$ cat src/rtl/smem_pkg.sv
// rtl/smem_pkg.sv - shared defaults, state enum and requester index helpers for smem_arbiter
package smem_pkg;

  localparam int N_REQ_DEF  = 3;
  localparam int ADDR_W_DEF = 8;
  localparam int DATA_W_DEF = 8;

  typedef enum logic [1:0] {
    IDLE   = 2'd0,
    BUSY   = 2'd1,
    LOCKED = 2'd2
  } arb_state_e;

  // Two bits cover the supported 2..4 requesters.
  typedef logic [1:0] req_idx_t;

  // Next requester index in round-robin order, wrapping at n.
  function automatic req_idx_t idx_inc(input req_idx_t i, input int n);
    if (int'(i) + 1 >= n) return '0;
    return i + 2'd1;
  endfunction

endpackage

$ cat src/rtl/smem_arbiter_rr_pick.sv
// rtl/smem_arbiter_rr_pick.sv - combinational rotating-priority pick starting at ptr
module rr_pick
  import smem_pkg::*;
#(
  parameter int N_REQ = N_REQ_DEF
) (
  input  logic [N_REQ-1:0] req,
  input  req_idx_t         ptr,
  output logic [N_REQ-1:0] gnt_oh,
  output req_idx_t         gnt_idx,
  output logic             valid
);

  int       j;
  req_idx_t jj;

  // Walk requesters from ptr upward with wrap; first asserted request wins.
  always_comb begin
    gnt_oh  = '0;
    gnt_idx = '0;
    valid   = 1'b0;
    j       = 0;
    jj      = '0;
    for (int k = 0; k < N_REQ; k++) begin
      j = int'(ptr) + k;
      if (j >= N_REQ) j = j - N_REQ;
      jj = req_idx_t'(j);
      if (!valid && req[jj]) begin
        valid      = 1'b1;
        gnt_idx    = jj;
        gnt_oh[jj] = 1'b1;
      end
    end
  end

endmodule

$ cat src/rtl/smem_arbiter.sv
// rtl/smem_arbiter.sv - round-robin S-memory port arbiter with optional lock (SMEM_ARB_LOCK_EN)
module smem_arbiter
  import smem_pkg::*;
#(
  parameter int N_REQ  = N_REQ_DEF,
  parameter int ADDR_W = ADDR_W_DEF,
  parameter int DATA_W = DATA_W_DEF
) (
  input  logic                      clk,
  input  logic                      reset,
  input  logic [N_REQ-1:0]          req,
  input  logic [N_REQ-1:0]          lock,
  input  logic [N_REQ-1:0]          wr,
  input  logic [N_REQ*ADDR_W-1:0]   req_addr,
  input  logic [N_REQ*DATA_W-1:0]   req_wdata,
  output logic [N_REQ-1:0]          gnt,
  output logic [N_REQ-1:0]          rvalid,
  output logic [DATA_W-1:0]         rdata,
  output logic [ADDR_W-1:0]         address,
  output logic [DATA_W-1:0]         data,
  output logic                      wren,
  input  logic [DATA_W-1:0]         q
);

`ifdef SMEM_ARB_LOCK_EN
  localparam logic LockEn = 1'b1;
`else
  localparam logic LockEn = 1'b0;
`endif

  arb_state_e        state_q, state_d;
  req_idx_t          rr_ptr_q, rr_ptr_d;
  req_idx_t          owner_q, owner_d;
  logic [N_REQ-1:0]  rvalid_q, rvalid_d;
  logic [ADDR_W-1:0] addr_q, addr_d;
  logic [DATA_W-1:0] data_q, data_d;

  logic [N_REQ-1:0]  pick_oh;
  req_idx_t          pick_idx;
  logic              pick_valid;

  logic [N_REQ-1:0]  gnt_c;
  req_idx_t          sel_idx;
  logic              sel_valid;
  logic              take_lock;

  rr_pick #(.N_REQ(N_REQ)) u_pick (
    .req     (req),
    .ptr     (rr_ptr_q),
    .gnt_oh  (pick_oh),
    .gnt_idx (pick_idx),
    .valid   (pick_valid)
  );

  // Grant selection, lock handling, round-robin pointer update and port mux.
  always_comb begin
    sel_valid = pick_valid;
    sel_idx   = pick_idx;
    gnt_c     = pick_oh;
    if (state_q == LOCKED) begin
      // Owner keeps the port; everyone else stalls, even the cycle the owner lets go.
      sel_idx        = owner_q;
      sel_valid      = req[owner_q];
      gnt_c          = '0;
      gnt_c[owner_q] = req[owner_q];
    end
    if (reset) begin
      sel_valid = 1'b0;
      gnt_c     = '0;
    end

    take_lock = sel_valid & lock[sel_idx] & LockEn;

    state_d  = IDLE;
    owner_d  = owner_q;
    rr_ptr_d = rr_ptr_q;
    if (take_lock) begin
      state_d = LOCKED;
      owner_d = sel_idx;
    end else if (sel_valid) begin
      state_d  = BUSY;
      rr_ptr_d = idx_inc(sel_idx, N_REQ);
    end else if (state_q == LOCKED) begin
      rr_ptr_d = idx_inc(owner_q, N_REQ);
    end

    addr_d   = addr_q;
    data_d   = data_q;
    rvalid_d = '0;
    wren     = 1'b0;
    if (sel_valid) begin
      addr_d = req_addr[int'(sel_idx)*ADDR_W +: ADDR_W];
      data_d = req_wdata[int'(sel_idx)*DATA_W +: DATA_W];
      wren   = wr[sel_idx];
      if (!wr[sel_idx]) rvalid_d[sel_idx] = 1'b1;
    end
  end

  assign gnt     = gnt_c;
  assign address = addr_d;
  assign data    = data_d;
  assign rvalid  = rvalid_q;
  // RAM output is only meaningful the cycle after a read grant.
  assign rdata   = (|rvalid_q) ? q : '0;

  // Arbiter state, pointer, read-valid pipeline and held memory-port values.
  always_ff @(posedge clk or posedge reset) begin
    if (reset) begin
      state_q  <= IDLE;
      rr_ptr_q <= '0;
      owner_q  <= '0;
      rvalid_q <= '0;
      addr_q   <= '0;
      data_q   <= '0;
    end else begin
      state_q  <= state_d;
      rr_ptr_q <= rr_ptr_d;
      owner_q  <= owner_d;
      rvalid_q <= rvalid_d;
      addr_q   <= addr_d;
      data_q   <= data_d;
    end
  end

endmodule

$ cat config.mk
export PLATFORM = sky130hd
export DESIGN_NAME = smem_arbiter
export DESIGN_NICKNAME = d
export VERILOG_FILES = /design/src/rtl/smem_pkg.sv /design/src/rtl/smem_arbiter_rr_pick.sv /design/src/rtl/smem_arbiter.sv
export SDC_FILE = /design/constraint.sdc
export NUM_CORES = 1
export LEC_CHECK = 0
export BUFFER_PORTS_ARGS = -buffer_cell sky130_fd_sc_hd__buf_2
export CAP_MARGIN = 20
export CORE_MARGIN = 4
export CORE_UTILIZATION = 25
export CTS_CLUSTER_SIZE = 8
export DETAILED_ROUTE_END_ITERATION = 10
export GPL_ROUTABILITY_DRIVEN = 0
export MAX_ROUTING_LAYER = met4
export SYNTH_ARGS = -nofsm -noshare
export SYNTH_HDL_FRONTEND = slang
export SYNTH_SLANG_ARGS = --single-unit
$ cat constraint.sdc
create_clock -name clk -period 3.05 [get_ports clk]
set_clock_uncertainty 0.05 [all_clocks]
set_input_delay 0.1525 -clock clk [delete_from_list [all_inputs] [get_ports clk]]
set_output_delay 0.1525 -clock clk [all_outputs]
set_load 0.01 [all_outputs]
After elaboration in Yosys (flattened, before gate mapping)
Index checks and enable logic that the tools add are counted.
- input bits: 67
- output and inout bits: 31
- register bits after elaboration: 23
- muxes and demuxes: 49
- bitwise logic cells: 2
- equal/unequal tests: 1
- add/subtract/negate cells: 7
- reductions and logical operators: 10
- order comparisons: 12
- shift operators: 2
- operator list (operator ; count):
    indexed part select 24 x 6 -> 8 bit ; 2
    two-way mux 2 bit ; 12
    two-way mux 8 bit ; 3
    two-way mux 3 bit ; 7
    two-way mux 1 bit ; 19
    < comparator 2 x 3 -> 1 bit, second input constant ; 4
    >= comparator 3 x 2 -> 1 bit, second input constant ; 3
    binary-select mux 1 bit (select 2 bit) ; 4
    demux 1 bit (select 2 bit) ; 4
    >= comparator 2 x 1 -> 1 bit, second input constant ; 4
    adder 2 x 1 -> 3 bit, second input constant ; 2
    logical AND 1 bit ; 6
    bitwise OR 3 bit ; 2
    subtractor 2 x 1 -> 2 bit, second input constant ; 2
    adder 2 x 2 -> 3 bit, second input constant ; 1
    OR reduction 3 bit ; 1
    adder 2 x 1 -> 2 bit, second input constant ; 1
    == test 2 bit, second input constant ; 1
    >= comparator 2 bit, second input constant ; 1
    logical NOT 1 bit ; 2
    nonzero test 2 bit ; 1
    subtractor 2 bit, second input constant ; 1

Longest topological paths before layout
Gate-level depths: netlist (run 1).
- depth after elaboration: 18
- depth in mapped cells: 10
- depth with buffers taken out: 7

Hierarchy
A second synthesis (run 1) with hierarchy kept.
- cell total of the unflattened synthesis: 165
- area, all modules: 1517.7 sq um
- modules (own cells, without submodules) (module ; cells each ; instances ; sequential area each (sq um) ; area an instance (sq um)):
    smem_arbiter ; 124 ; 1 ; 525.5 ; 1236.2
    rr_pick ; 41 ; 1 ; 0.0 ; 281.5

Least setup slack after synthesis (run 1)
No wires, ideal clock.
- path kind: register to register
- from: reg rr_ptr_q[0]
- to: reg addr_q[1]
- stages on the path, launching flop included: 10
- path slack: 0.653 ns
- buffers on the path: 2
- arrival: 2.184 ns
- period minus slack after synthesis: 2.397 ns
- required time: 2.838 ns
- setup time: 0.162 ns
- cell sequence: dfrtp_1 > inv_1 > ha_1 > buf_2 > and2_1 > o32ai_2 > a31o_2 > clkbuf_4 > a221oi_2 > o31ai_1
- word-level cells in the longest chain between the ends: 14
- elaborated cells between the ends (all ways): 32
- those cells by class: 5 x add/sub; 3 x order compare; 1 x shift; 19 x mux; 4 x reduce/logical
- ends and longest elaborated chain (element ; RTL line ; text):
    from (decl) ; smem_arbiter.sv:32 ; req_idx_t rr_ptr_q, rr_ptr_d;
    from (signal assigned) ; smem_arbiter.sv:117 ; rr_ptr_q <= rr_ptr_d;
    branches (longest 13 deep; another with adder 2 x 1 -> 3 bit) ; -- ;
    two-way mux 8 bit (*) ; smem_arbiter.sv:91 ; if (sel_valid) begin
    named net address[1] ; smem_arbiter.sv:19 ; output logic [ADDR_W-1:0] address,
    to (signal assigned) ; smem_arbiter.sv:120 ; addr_q <= addr_d;
    to (decl) ; smem_arbiter.sv:35 ; logic [ADDR_W-1:0] addr_q, addr_d;
Mark *: on every way through the listed nets, which the timed path passes. The select of a mux whose other input is x is not followed.
A chain may end at the register's enable or synchronous reset.

Final worst setup path (run 1)
- from: reg rr_ptr_q[1]
- to: out data[6]
- word-level cells in the longest chain between the ends: 14
- elaborated cells between the ends (all ways): 32
- those cells by class: 5 x add/sub; 3 x order compare; 1 x shift; 19 x mux; 4 x reduce/logical
- ends and longest elaborated chain (element ; RTL line ; text):
    branches (longest 13 deep; another with adder 2 x 1 -> 3 bit) ; -- ;
    two-way mux 8 bit (*) ; smem_arbiter.sv:91 ;
    to (decl) ; smem_arbiter.sv:20 ; output logic [DATA_W-1:0] data,
Mark *: on every way between the ends. The select of a mux whose other input is x is not followed.

==> results list, run 1 <==
- Sequential element share of the synthesized area: a little under a third
* Peak supply drop: 431 uV
* HPWL after detailed placement: 3710 um
* Endpoints failing setup: 0
* Cell area after synthesis: between 0.0015 and 0.002 mm2
- Period Utilization, post-route: roughly 94%
- R2R Path Start: rr_ptr_q[1]
* Synth area leader: dfrtp_1
* Deepest level of the CTS H-tree: 1
* Kind of launch point of the worst setup path: flip-flop
* Crit Path Class: reg -> out
* Unrepaired setup endpoints after global routing: true
* Final min period: 2850 ps
* Cells on Worst Hold Path: 2
- TritonCTS created 3 clock buffers.
- The detailed router placed 1725 vias in this run.
- The worst hold path terminates at rvalid[0].
- The longest clock path from root to sink contains 2 buffers.
* Number of warning messages in the yosys log: 0
* Maximum number of pins on one net before global-route repair: 23
- The clock reaches the later pin of the worst-skew pair after approximately 250 ps.
- Fin worst setup slack: 196 ps
- The first global-routing pass estimated 7670 um of wire.
- Port buffering added 94 buffers.
- At the pin with the least slew margin, the transition time is between 800 and 900 ps.
- The max-slew violation total from the final report is 0.
- Counting every instance in the synthesized netlist gives between 150 and 200.
* Width of the chip: 89.6 um
- Post-synth top area share: about a third
- WHS: 13.9 ps
* Pre-CTS worst setup slack: 253 ps
- Dividing the synthesized area by the synthesized cell count gives 9.10 um2.
* Post-synth EDFFs: 0
- Die boundary height: between 80 and 90 um
- Initial standard-cell utilization of the core: ~26%
- Total of flip-flops plus latches after synthesis: 21
- The run finished with clean final reports.
- The floorplan step defined a die boundary enclosing 0.00803 mm2.
* Area added between synthesis and finish: 38.2%
* Critical Path End Type: primary output
- Synthesis produced a netlist with a net count of about 250.
- The post-route netlist has 44.7% of its cells at a drive strength greater than 1.
- For this run, the share of the core covered by cells in the final layout is 35.8%.
- In this run the remaining antenna-violating nets after routing total 0.
- Max transition margin: 44.8%
* Count of boundary I/O pins: 98
* Critical path arrival: 2650 ps
* Clk slew on worst S/H paths: 70 ps
* Max-cap violations: 0
* Length in cells of the worst reg-to-reg path: 8
- Average detailed-routed wire length per instance: approximately 14 um
- Primary FF master, synth: dfrtp_1
- Power spread over the standard cell area amounts to 1130 mW/mm2.
* Critical path data required time: 2850 ps
- The number of antenna violations at the first check in global routing was 0.
* Total congestion overflow: 0
- Via count of the first global-routing pass: 1676
- The worst hold path begins at wr[0].
* Count of inserted antenna diode cells: 0
- The worst register-to-register path has a setup slack of ~660 ps.
* Endpoint of the lowest-slack register-to-register path: data_q[5]
- Max Freq: 350 MHz
- Most common library cells after synthesis: dfrtp_1, nor2_1, nand2_1
* Pre-antenna DRT Iters: 4
- The floorplan has 29 rows.
- Endpoints failing hold: 0
- In the final design database the tool counted 347 nets.
- In the synthesized netlist the async set-or-reset flop fraction comes to 100%.
* Count of different cell masters after synthesis: 41
- Ranked by total cell area, the synthesized netlist is headed by dfrtp_1, o31ai_1, and2_1.
- DRT Wirelength: 4970 um
- Number of remaining DRC errors: 0
- After the first detailed-routing iteration, the DRC count stood at 49.
- Placeable core region: 0.00642 mm2
* Sinks on Clock Net: 21
- TritonCTS built the clock tree.
* Largest fanout of any net on the critical path: 19
- Summed over all cells, the static leakage comes to ~0.0011 uW.
- Total power for the finished layout comes to 2590 uW.
* CTS Root Buffer Type: clkbuf_8
- Global routing used 12.3% of the available tracks across all layers.
* Per-cell via count in the routed design: 4.90
- The path class of the tightest hold or removal check is in -> reg.
cells in the final DEF (no fill, tap or decap), drive strengths merged, types with 2 or more instances in the layout:
| master | synthesis | layout |
|---|---|---|
| and3 | 2 | 2 |
| nand2 | 19 | 19 |
| nor2 | 21 | 21 |
| inv | 7 | 7 |
| o32ai | 2 | 2 |
| ha | 4 | 4 |
| a211oi | 3 | 3 |
| a21o | 2 | 2 |
| clkbuf | 4 | 4 |
| a21oi | 2 | 2 |
| a221oi | 16 | 16 |
| nand3b | 2 | 2 |
| nor3 | 2 | 2 |
| mux2i | 6 | 6 |
| buf | 10 | 102 |
| and2 | 17 | 17 |
| a31oi | 2 | 2 |
| a31o | 3 | 3 |
| o31ai | 18 | 18 |
| dfrtp | 21 | 21 |
| nor2b | 9 | 9 |
stage by stage:
| stage | std cells | cell area, um2 | TNS, ps |
|---|---|---|---|
| finish | 352 | 2300 | 0 |
| global route | 352 | 2300 | -0.646 |
| CTS | 349 | 2240 | 0 |
| detailed placement | 345 | 2200 | 0 |
| global placement | 345 | 2200 | 0 |
| floorplan | 183 | 1670 | 0 |
routing by layer:
metal / routed length (um) / GRT usage, % / vias to the layer above / share of wire (%)
met5: 0 / - / - / 0
met4: 21 / 1.62 / 0 / 0.42
met3: 383 / 2.83 / 4 / 7.7
met2: 2350 / 20.9 / 64 / 47
met1: 2210 / 15.2 / 795 / 45
li1: - / - / 862 / -
power breakdown:
part | switching, uW | internal, uW | leakage (uW)
clock network | 86.3 | 92.9 | 0.0000228
registers | 42.8 | 409 | 0.000261
logic | 1110 | 845 | 0.000846
cell families (layout without fill, tap and decap cells):
family                   after synthesis  in the layout  synth area share (%)
flip-flops                            21             21                  31.6
buffers and inverters                 21            113                  7.51
adder cells (fa/ha/maj)                4              4                  3.01
multiplexers                           7              7                  5.03
AO/OA/AOI/OAI                         53             53                  29.8
AND/OR/NAND/NOR                       77             77                  23.1
worst max-delay path, stage by stage (launching register included):
cell,delay [ps]
dfrtp_1,420
inv_1,100
ha_2,360
mux2i_1,310
o21a_4,200
a31o_1,160
buf_6,220
a221oi_1,120
o31ai_1,320
buf_2,190
worst max path at each step:
stage	startpoint	endpoint	depth (start not counted)
3_5_place_dp	rr_ptr_q[1]	data[5]	9
5_1_grt	rr_ptr_q[1]	address[3]	9
3_3_place_gp	rr_ptr_q[1]	data[5]	9
2_1_floorplan	rr_ptr_q[0]	addr_q[1]	9
6_report	rr_ptr_q[1]	data[6]	9
4_1_cts	rr_ptr_q[0]	data[5]	9
layout make-up:
cell class | instances | area [um2]
fillers | 679 | 4120
multi-input cells | 141 | 1040
repair buffers | 102 | 572
flip-flops and latches | 21 | 526
well taps | 77 | 96.3
clock buffers | 4 | 45.0
inverters | 7 | 26.3
state kept, by name (all words and copies together), names as in the netlist:
signal / flops
rvalid: 3
data_q: 8
addr_q: 8
rr_ptr_q: 2
timing repair:
action	CTS	global route
setup buffers	0	3
hold buffers	0	0
pin swaps	0	1
endpoints found under the setup margin	5	17
gates resized for setup	1	4
Note: power is estimated with default switching activity, not from simulation.
==> run 2: changes to the inputs <==
--- a/config.mk
+++ b/config.mk
@@ -6,9 +6,10 @@
 export NUM_CORES = 1
 export LEC_CHECK = 0
 export BUFFER_PORTS_ARGS = -buffer_cell sky130_fd_sc_hd__buf_2
-export CAP_MARGIN = 20
+export CAP_MARGIN = 15
 export CORE_MARGIN = 4
 export CORE_UTILIZATION = 25
+export CTS_BUF_LIST = sky130_fd_sc_hd__clkbuf_8
 export CTS_CLUSTER_SIZE = 8
 export DETAILED_ROUTE_END_ITERATION = 10
 export GPL_ROUTABILITY_DRIVEN = 0
==> run 2 against run 1 <==
Sequential cell count stayed put; register-to-register slack hardly changed; first-iteration DRC count stayed put; critical path type unchanged.
==> results list, run 2 (same netlist as run 1, synthesis figures left out) <==
* Max transition margin: 44.8% (about the same)
- The iteration-0 DRC count of the detailed router came to 49 (unchanged).
* Final min period: 2850 ps (about the same)
- The root buffer cell was clkbuf_8 (unchanged).
- Max Freq: 350 MHz (about the same)
- The standard-cell row count came to 29 (unchanged).
- Total congestion overflow: 0 (unchanged)
* Maximum number of pins on one net before global-route repair: 23 (unchanged)
- Kind of launch point of the worst setup path: flip-flop (unchanged)
* Largest fanout of any net on the critical path: 19 (unchanged)
* Share of final-layout standard cells stronger than drive strength 1: 44.7% (unchanged)
- Final net count: 347 (unchanged)
- Placeable core region: 0.00642 mm2 (unchanged)
- The routed length per instance came to 14.1 um (unchanged).
* Initial standard-cell utilization of the core: 25.9% (unchanged)
* Final Slew Violations: 0 (unchanged)
- The number of antenna violations at the first check in global routing is 0 (unchanged).
- The buffer depth of the longest clock path came to 2 (unchanged).
* Multi-input logic area: 0.00104 mm2 (unchanged)
- The arrival time at the worst endpoint came to 2650 ps (about the same).
* Clk slew on worst S/H paths: 70 ps (about the same)
- Outcome: complete, no violations (unchanged).
* Leading cell types in the layout, fill and taps excluded: buf_2, nor2_1, dfrtp_1, nand2_1 (unchanged)
* Cell area after placement: 0.00220 mm2 (unchanged)
* FF/Latch Area: 526 um2 (unchanged)
* Dpl cells: 345 (unchanged)
- Die area: 0.00803 mm2 (unchanged)
- The final worst-path cycle share is 93.6% (about the same).
- The die width was 89.6 um (unchanged).
- The final design area excluding fillers is 0.00230 mm2 (unchanged).
* Critical Path End Type: primary output (unchanged)
* Number of buffers inserted during clock tree synthesis: 3 (unchanged)
- Routed Antenna Nets: 0 (unchanged)
* Area added between synthesis and finish: 38.2% (unchanged)
- The number of remaining DRC errors came to 0 (unchanged).
- Count of inserted antenna diode cells: 0 (unchanged)
- HPWL after detailed placement: 3710 um (unchanged)
- Count of boundary I/O pins: 98 (unchanged)
* Endpoints failing setup: 0 (unchanged)
* Routed vias: 1725 (unchanged)
* Sinks on Clock Net: 21 (unchanged)
- Critical path data required time: 2850 ps (about the same)
* Die boundary height: 89.6 um (unchanged)
- The post-detailed-route via-to-cell ratio came to 4.90 (unchanged).
- The final wirelength is 4970 um (unchanged).
- The number of max-cap violations is 0 (unchanged).
* Overall routing resource usage: 12.3% (unchanged)
- WHS: 13.9 ps (about the same)
- The total number of H-tree levels is 1 (unchanged).
- Most frequent standard cell in the layout excluding fill and tap cells: buf_2 (unchanged)
- The actual slew at the worst max-slew pin is 827 ps (about the same).
- Endpoints failing hold: 0 (unchanged)
- Wire length of the first global-routing pass: 7670 um (unchanged)
- TritonCTS clock tree: done (unchanged)
- Via count of the first global-routing pass: 1676 (unchanged)
- Type of the worst min-delay path: in -> reg (unchanged)
* Peak supply drop: 431 uV (about the same)
- Unrepaired setup endpoints after global routing: true (unchanged).
- # fillers: 679 (unchanged)
- The count of TritonRoute iterations in the first routing pass came to 4 (unchanged).
- Clock Latency Late Sink: 250 ps (about the same)
- The reported leakage power came to 0.00113 uW (about the same).
- The power density of the placed cells was 1120 mW/mm2 (was 1130 mW/mm2).
* Crit Path Class: reg -> out (unchanged)
* Number of buffer cells added on primary ports: 94 (unchanged)
- Final cell count without fillers: 352 (unchanged)
[run 2: cell count changes in the layout (fill, tap and decap cells not counted), sizes merged]
cell / before / now
clkbuf: 4 / 3
inv: 7 / 8
[run 2: area by class of cell]
type | instances | share of cell area [%]
clock buffer | 3 | 1.79
clock inverter | 1 | 0.163
inverter | 7 | 1.14
multi-input combinational | 141 | 45.0
sequential | 21 | 22.8
tap | 77 | 4.19
timing repair buffer | 102 | 24.9
[run 2: metrics by stage]
stage | TNS [ps] | setup slack (ps) | total power (uW) | utilization [%]
global route | -0.646 | -0.646 | 2830 | 35.8
global placement | 0 | 350 | 2280 | 34.2
CTS | 0 | 26.9 | 2500 | 34.9
finish | 0 | 196 | 2590 | 35.8
detailed placement | 0 | 253 | 2310 | 34.2
floorplan | 0 | 653 | 1790 | -
[run 2: power by group]
| part | internal, uW | switching, uW |
|---|---|---|
| clock | 89.5 | 86.5 |
| combinational | 845 | 1110 |
| sequential | 409 | 42.8 |
[run 2: repair_timing]
item / CTS / global route
hold buffers: 0 / 0
endpoints found under the hold margin: 0 / 0
setup buffers: 0 / 3
endpoints found under the setup margin: 5 / 17
gates resized for setup: 1 / 4
pin swaps: 0 / 1
[run 2: worst max-delay path: stages (launching register included)]
cell and delay (ps):
dfrtp_1 420, inv_1 100, ha_2 360, mux2i_1 310, o21a_4 200, a31o_1 160, buf_6 220, a221oi_1 120
o31ai_1 320, buf_2 190
[run 2: final timing paths]
| path | from | to | slack [ps] | cells past startpoint |
|---|---|---|---|---|
| setup / recovery | rr_ptr_q[1] | data[6] | 200 | 9 |
| setup reg to reg | rr_ptr_q[1] | data_q[5] | 660 | 8 |
| min in group asynchronous | reset | data_q[1] | 50 | 2 |
| max in group asynchronous | reset | data_q[5] | 2390 | 2 |
| hold reg to reg | data_q[3] | data_q[3] | 430 | 2 |
| hold / removal | wr[0] | rvalid[0] | 10 | 2 |
[run 2: routing by layer]
| metal | wire length, um | part of all wire [%] | vias up | global-route usage (%) |
|---|---|---|---|---|
| li1 | - | - | 862 | - |
| met1 | 2210 | 45 | 795 | 15.2 |
| met2 | 2350 | 47 | 64 | 20.9 |
| met3 | 383 | 7.7 | 4 | 2.83 |
| met4 | 21 | 0.42 | 0 | 1.62 |
| met5 | 0 | 0 | - | - |
==> run 3: changes to the inputs <==
--- a/config.mk
+++ b/config.mk
@@ -5,6 +5,7 @@
 export SDC_FILE = /design/constraint.sdc
 export NUM_CORES = 1
 export LEC_CHECK = 0
+export ABC_AREA = 1
 export BUFFER_PORTS_ARGS = -buffer_cell sky130_fd_sc_hd__buf_2
 export CAP_MARGIN = 15
 export CORE_MARGIN = 4
@@ -16,4 +17,5 @@
 export MAX_ROUTING_LAYER = met4
 export SYNTH_ARGS = -nofsm -noshare
 export SYNTH_HDL_FRONTEND = slang
+export SYNTH_HIERARCHICAL = 1
 export SYNTH_SLANG_ARGS = --single-unit
==> run 3 against run 2 <==
Design area is 0.22% lower; worst setup slack better by 100 ps; sequential power grew 2%.
==> results list, run 3 <==
* Biggest area contributors in the synthesized netlist: dfrtp_1, nand2_1, nand3_1 (was dfrtp_1, o31ai_1, and2_1)
- The arrival time at the worst endpoint was 2550 ps (was 2650 ps).
- Clock Latency Late Sink: 260 ps (was 250 ps)
* Row Count: 29 (unchanged)
* Grt met3 use: 2.75% (was 2.83%)
- Leakage: 0.00136 uW (was 0.00113 uW)
- The async set-reset flop share out of synthesis came to 100% (unchanged).
* Most common library cells after synthesis: nand2_1, nand3_1, nor2_1 (was dfrtp_1, nor2_1, nand2_1)
- The buffer depth of the longest clock path was 2 (unchanged).
* Width of the chip: 89.9 um (was 89.6 um)
- The iteration-0 DRC count of the detailed router is 79 (was 49).
- The post-detailed-route via-to-cell ratio is 4.38 (was 4.90).
- Area added between synthesis and finish: 36.9% (was 38.2%)
- The number of endpoints failing setup at the final stage came to 0 (unchanged).
- The power density of the placed cells is 1280 mW/mm2 (was 1120 mW/mm2).
- Count of different cell masters after synthesis: 21 (was 41)
- The top-level port count is 98 (unchanged).
- The first-pass GRT wire length is 7910 um (was 7670 um).
- Fin worst setup slack: 299 ps (was 196 ps)
- Comb power frac: 77.9% (was 75.7%)
- Most frequent standard cell in the layout excluding fill and tap cells: buf_2 (unchanged)
- The part of the total power dissipated in sequential elements is 15.8% (was 17.5%).
- Internal Pwr Total: 1330 uW (was 1340 uW)
- HPWL after detailed placement: 3780 um (was 3710 um)
- The final worst-path cycle share came to 90.2% (was 93.6%).
* CTS Root Buffer Type: clkbuf_8 (unchanged)
- The worst slew margin relative to its limit is 44.4% (was 44.8%).
- Outcome: complete, no violations (unchanged).
* Via count of the first global-routing pass: 1739 (was 1676)
- Total congestion overflow: 0 (unchanged)
- Number of remaining DRC errors: 0 (unchanged)
- The CTS tree was done (unchanged).
- The post-CTS clock slew at the launch and capture registers of the worst setup and hold paths is 80 ps (was 70 ps).
- # fillers: 725 (was 679)
* Met2 track demand over resource in global routing: 19.2% (was 20.9%)
* Share of final-layout standard cells stronger than drive strength 1: 34.3% (was 44.7%)
- The switching part of the total was 54.8% (was 48.0%).
* Most common cell in the synthesized netlist: nand2_1
* Critical path data required time: 2850 ps (about the same)
* Post-Route Utilization: 35.7% (was 35.8%)
- Count of mapped cells out of synthesis: 266 (was 183)
* Multi-input logic area: 963 um2 (was 0.00104 mm2)
- Count of inserted antenna diode cells: 0 (unchanged)
- Sequential element share of the synthesized area: 31.3% (was 31.6%)
- The total number of H-tree levels came to 1 (unchanged).
- Syn Area/Cell: 6.30 um2 (was 9.10 um2)
- Pre-antenna DRT Iters: 4 (unchanged)
- The total standard cell area after synthesis came to 0.00168 mm2 (was 0.00167 mm2).
- The height of the die was 89.9 um (was 89.6 um).
- The pre-CTS worst setup slack came to 358 ps (was 253 ps).
- The post-route antenna net violation count is 0 (unchanged).
* Power dissipated by switching net loads: 1610 uW (was 1240 uW)
- The worst-path maximum fanout was 10 (was 19).
- Primary FF master, synth: dfrtp_1 (unchanged)
* Average detailed-routed wire length per instance: 11.1 um (was 14.1 um)
* Initial standard-cell utilization of the core: 26.1% (was 25.9%)
- The path type of the worst setup path is reg -> out (unchanged).
- The final wirelength is 4870 um (was 4970 um).
- The kind of start point of the critical path is a flip-flop (unchanged).
- The max-slew violation total from the final report came to 0 (unchanged).
* Sinks on Clock Net: 21 (unchanged)
- Quantity of hold-fixing buffers added after cts: 0 (unchanged)
- R2R Path Start: rr_ptr_q[0] (was rr_ptr_q[1])
- Net count of the mapped netlist: 337 (was 254)
- Post-synth top area share: 31.3% (was 31.6%)
- The overall fraction of global-route tracks in use came to 11.6% (was 12.3%).
- The most heavily used metal layer in global routing is met2 (unchanged).
- Number of warning messages in the yosys log: 6 (was 0)
* Critical Path End Type: primary output (unchanged)
- The post-layout minimum cycle time was 2750 ps (was 2850 ps).
- Placeable core region: 0.00642 mm2 (unchanged)
- Maximum number of pins on one net before global-route repair: 22 (was 23)
* Synth area leader: dfrtp_1 (unchanged)
- The area of all sequential standard cells came to 526 um2 (unchanged).
* Initial antenna violation count: 0 (unchanged)
- Leading cell types in the layout, fill and taps excluded: buf_2, nand2_1, nand3_1, nor2_1, inv_1 (was buf_2, nor2_1, dfrtp_1, nand2_1)
- The number of nets in the layout was 434 (was 347).
* Global routing met1 resource utilization: 14.8% (was 15.2%)
* Number of buffers inserted during clock tree synthesis: 3 (unchanged)
* Post-synth EDFFs: 0 (unchanged)
- Number of buffer cells added on primary ports: 94 (unchanged)
- Share of total power in the clock network: 6.3% (was 6.8%)
* Unrepaired setup endpoints after global routing: false (was true)
- The actual slew at the worst max-slew pin was 832 ps (was 827 ps).
- The number of max-cap violations is 0 (unchanged).
- Total of flip-flops plus latches after synthesis: 21 (unchanged)
- The via total after detailed routing was 1922 (was 1725).
* Total negative slack: 0 ps (unchanged)
- Peak supply drop: 437 uV (was 431 uV)
- Die area: 0.00808 mm2 (was 0.00803 mm2)
- Max Freq: 364 MHz (was 350 MHz)
- The final count of hold timing violations is 0 (unchanged).
- The class of the tightest hold or removal check was in -> async (was in -> reg).
- Setup crit start: rr_ptr_q[0] (was rr_ptr_q[1])
-- run 3: changes by cell type after synthesis, sizes merged, moves of 4 or more --
cell,change
nand3,+56
inv,+26
and2,-17
clkbuf,-4
nand2,+64
nor2b,-9
o31ai,-17
nor2,+32
mux2i,-6
a221oi,-16
-- run 3: power groups by stage --
stage	clock network [uW]	logic [uW]	registers (uW)
after global routing	203	2570	480
after detailed placement	0	2180	472
final	184	2290	463
after CTS	192	2180	466
after global placement	0	2170	467
after floorplan	0	1630	465
-- run 3: kinds of logic (layout without fill, tap and decap cells) --
logic type               after synthesis  count (layout)  share of synthesized area [%]
AND/OR/NAND/NOR                      195             196                           50.9
buffers and inverters                 43             138                           12.9
flip-flops                            21              21                           31.3
adder cells (fa/ha/maj)                4               4                           2.99
AO/OA/AOI/OAI                          3               3                           1.87
-- run 3: per-layer routing --
layer  wire (um)  vias up
met5           0        -
li1            -     1019
met3         411        8
met2        2250       69
met1        2150      826
met4          60        0
-- run 3: through the flow --
stage                     hold slack [ps]  total power [uW]  cell area [um2]  std cells
after floorplan                      79.0              2100             1680        266
after global placement                348              2630             2210        433
after detailed placement              358              2650             2210        433
after CTS                            72.5              2840             2250        437
after global routing                  126              3250             2300        439
final                                49.3              2930             2300        439
-- run 3: timing repair --
item | in CTS | in global routing
setup endpoints to repair | 0 | 17
gates resized for setup | 0 | 9
setup buffers | 0 | 1
-- run 3: final timing paths --
kind	end	slack, ps	depth (start not counted)
worst max-delay path	data[2]	300	16
worst min-delay path	data_q[7]	50	2
worst max register to register	addr_q[6]	750	12
worst min register to register	addr_q[0]	460	2
max in group asynchronous	rvalid[0]	2390	2
min in group clk	addr_q[0]	110	3
-- run 3: cell type report --
cell class | instances | area share [%]
well taps | 77 | 4.20
clock inverters | 1 | 0.218
flip-flops and latches | 21 | 22.9
clock buffers | 3 | 1.80
inverters | 33 | 5.61
repair buffers | 101 | 23.3
multi-input cells | 203 | 42.0
-- run 3: worst max-delay path: stages (launching register included) --
cell and delay (ps):
dfrtp_1 390, inv_1 80, ha_2 390, inv_2 90, nand2_2 60, nand3_1 60, nand2_1 80, nand2_2 60
inv_2 60, nand3_1 140, nand2_4 200, buf_4 200, nand3_1 90, nand2_1 70, nor2_1 40, nor2_1 130
buf_2 160
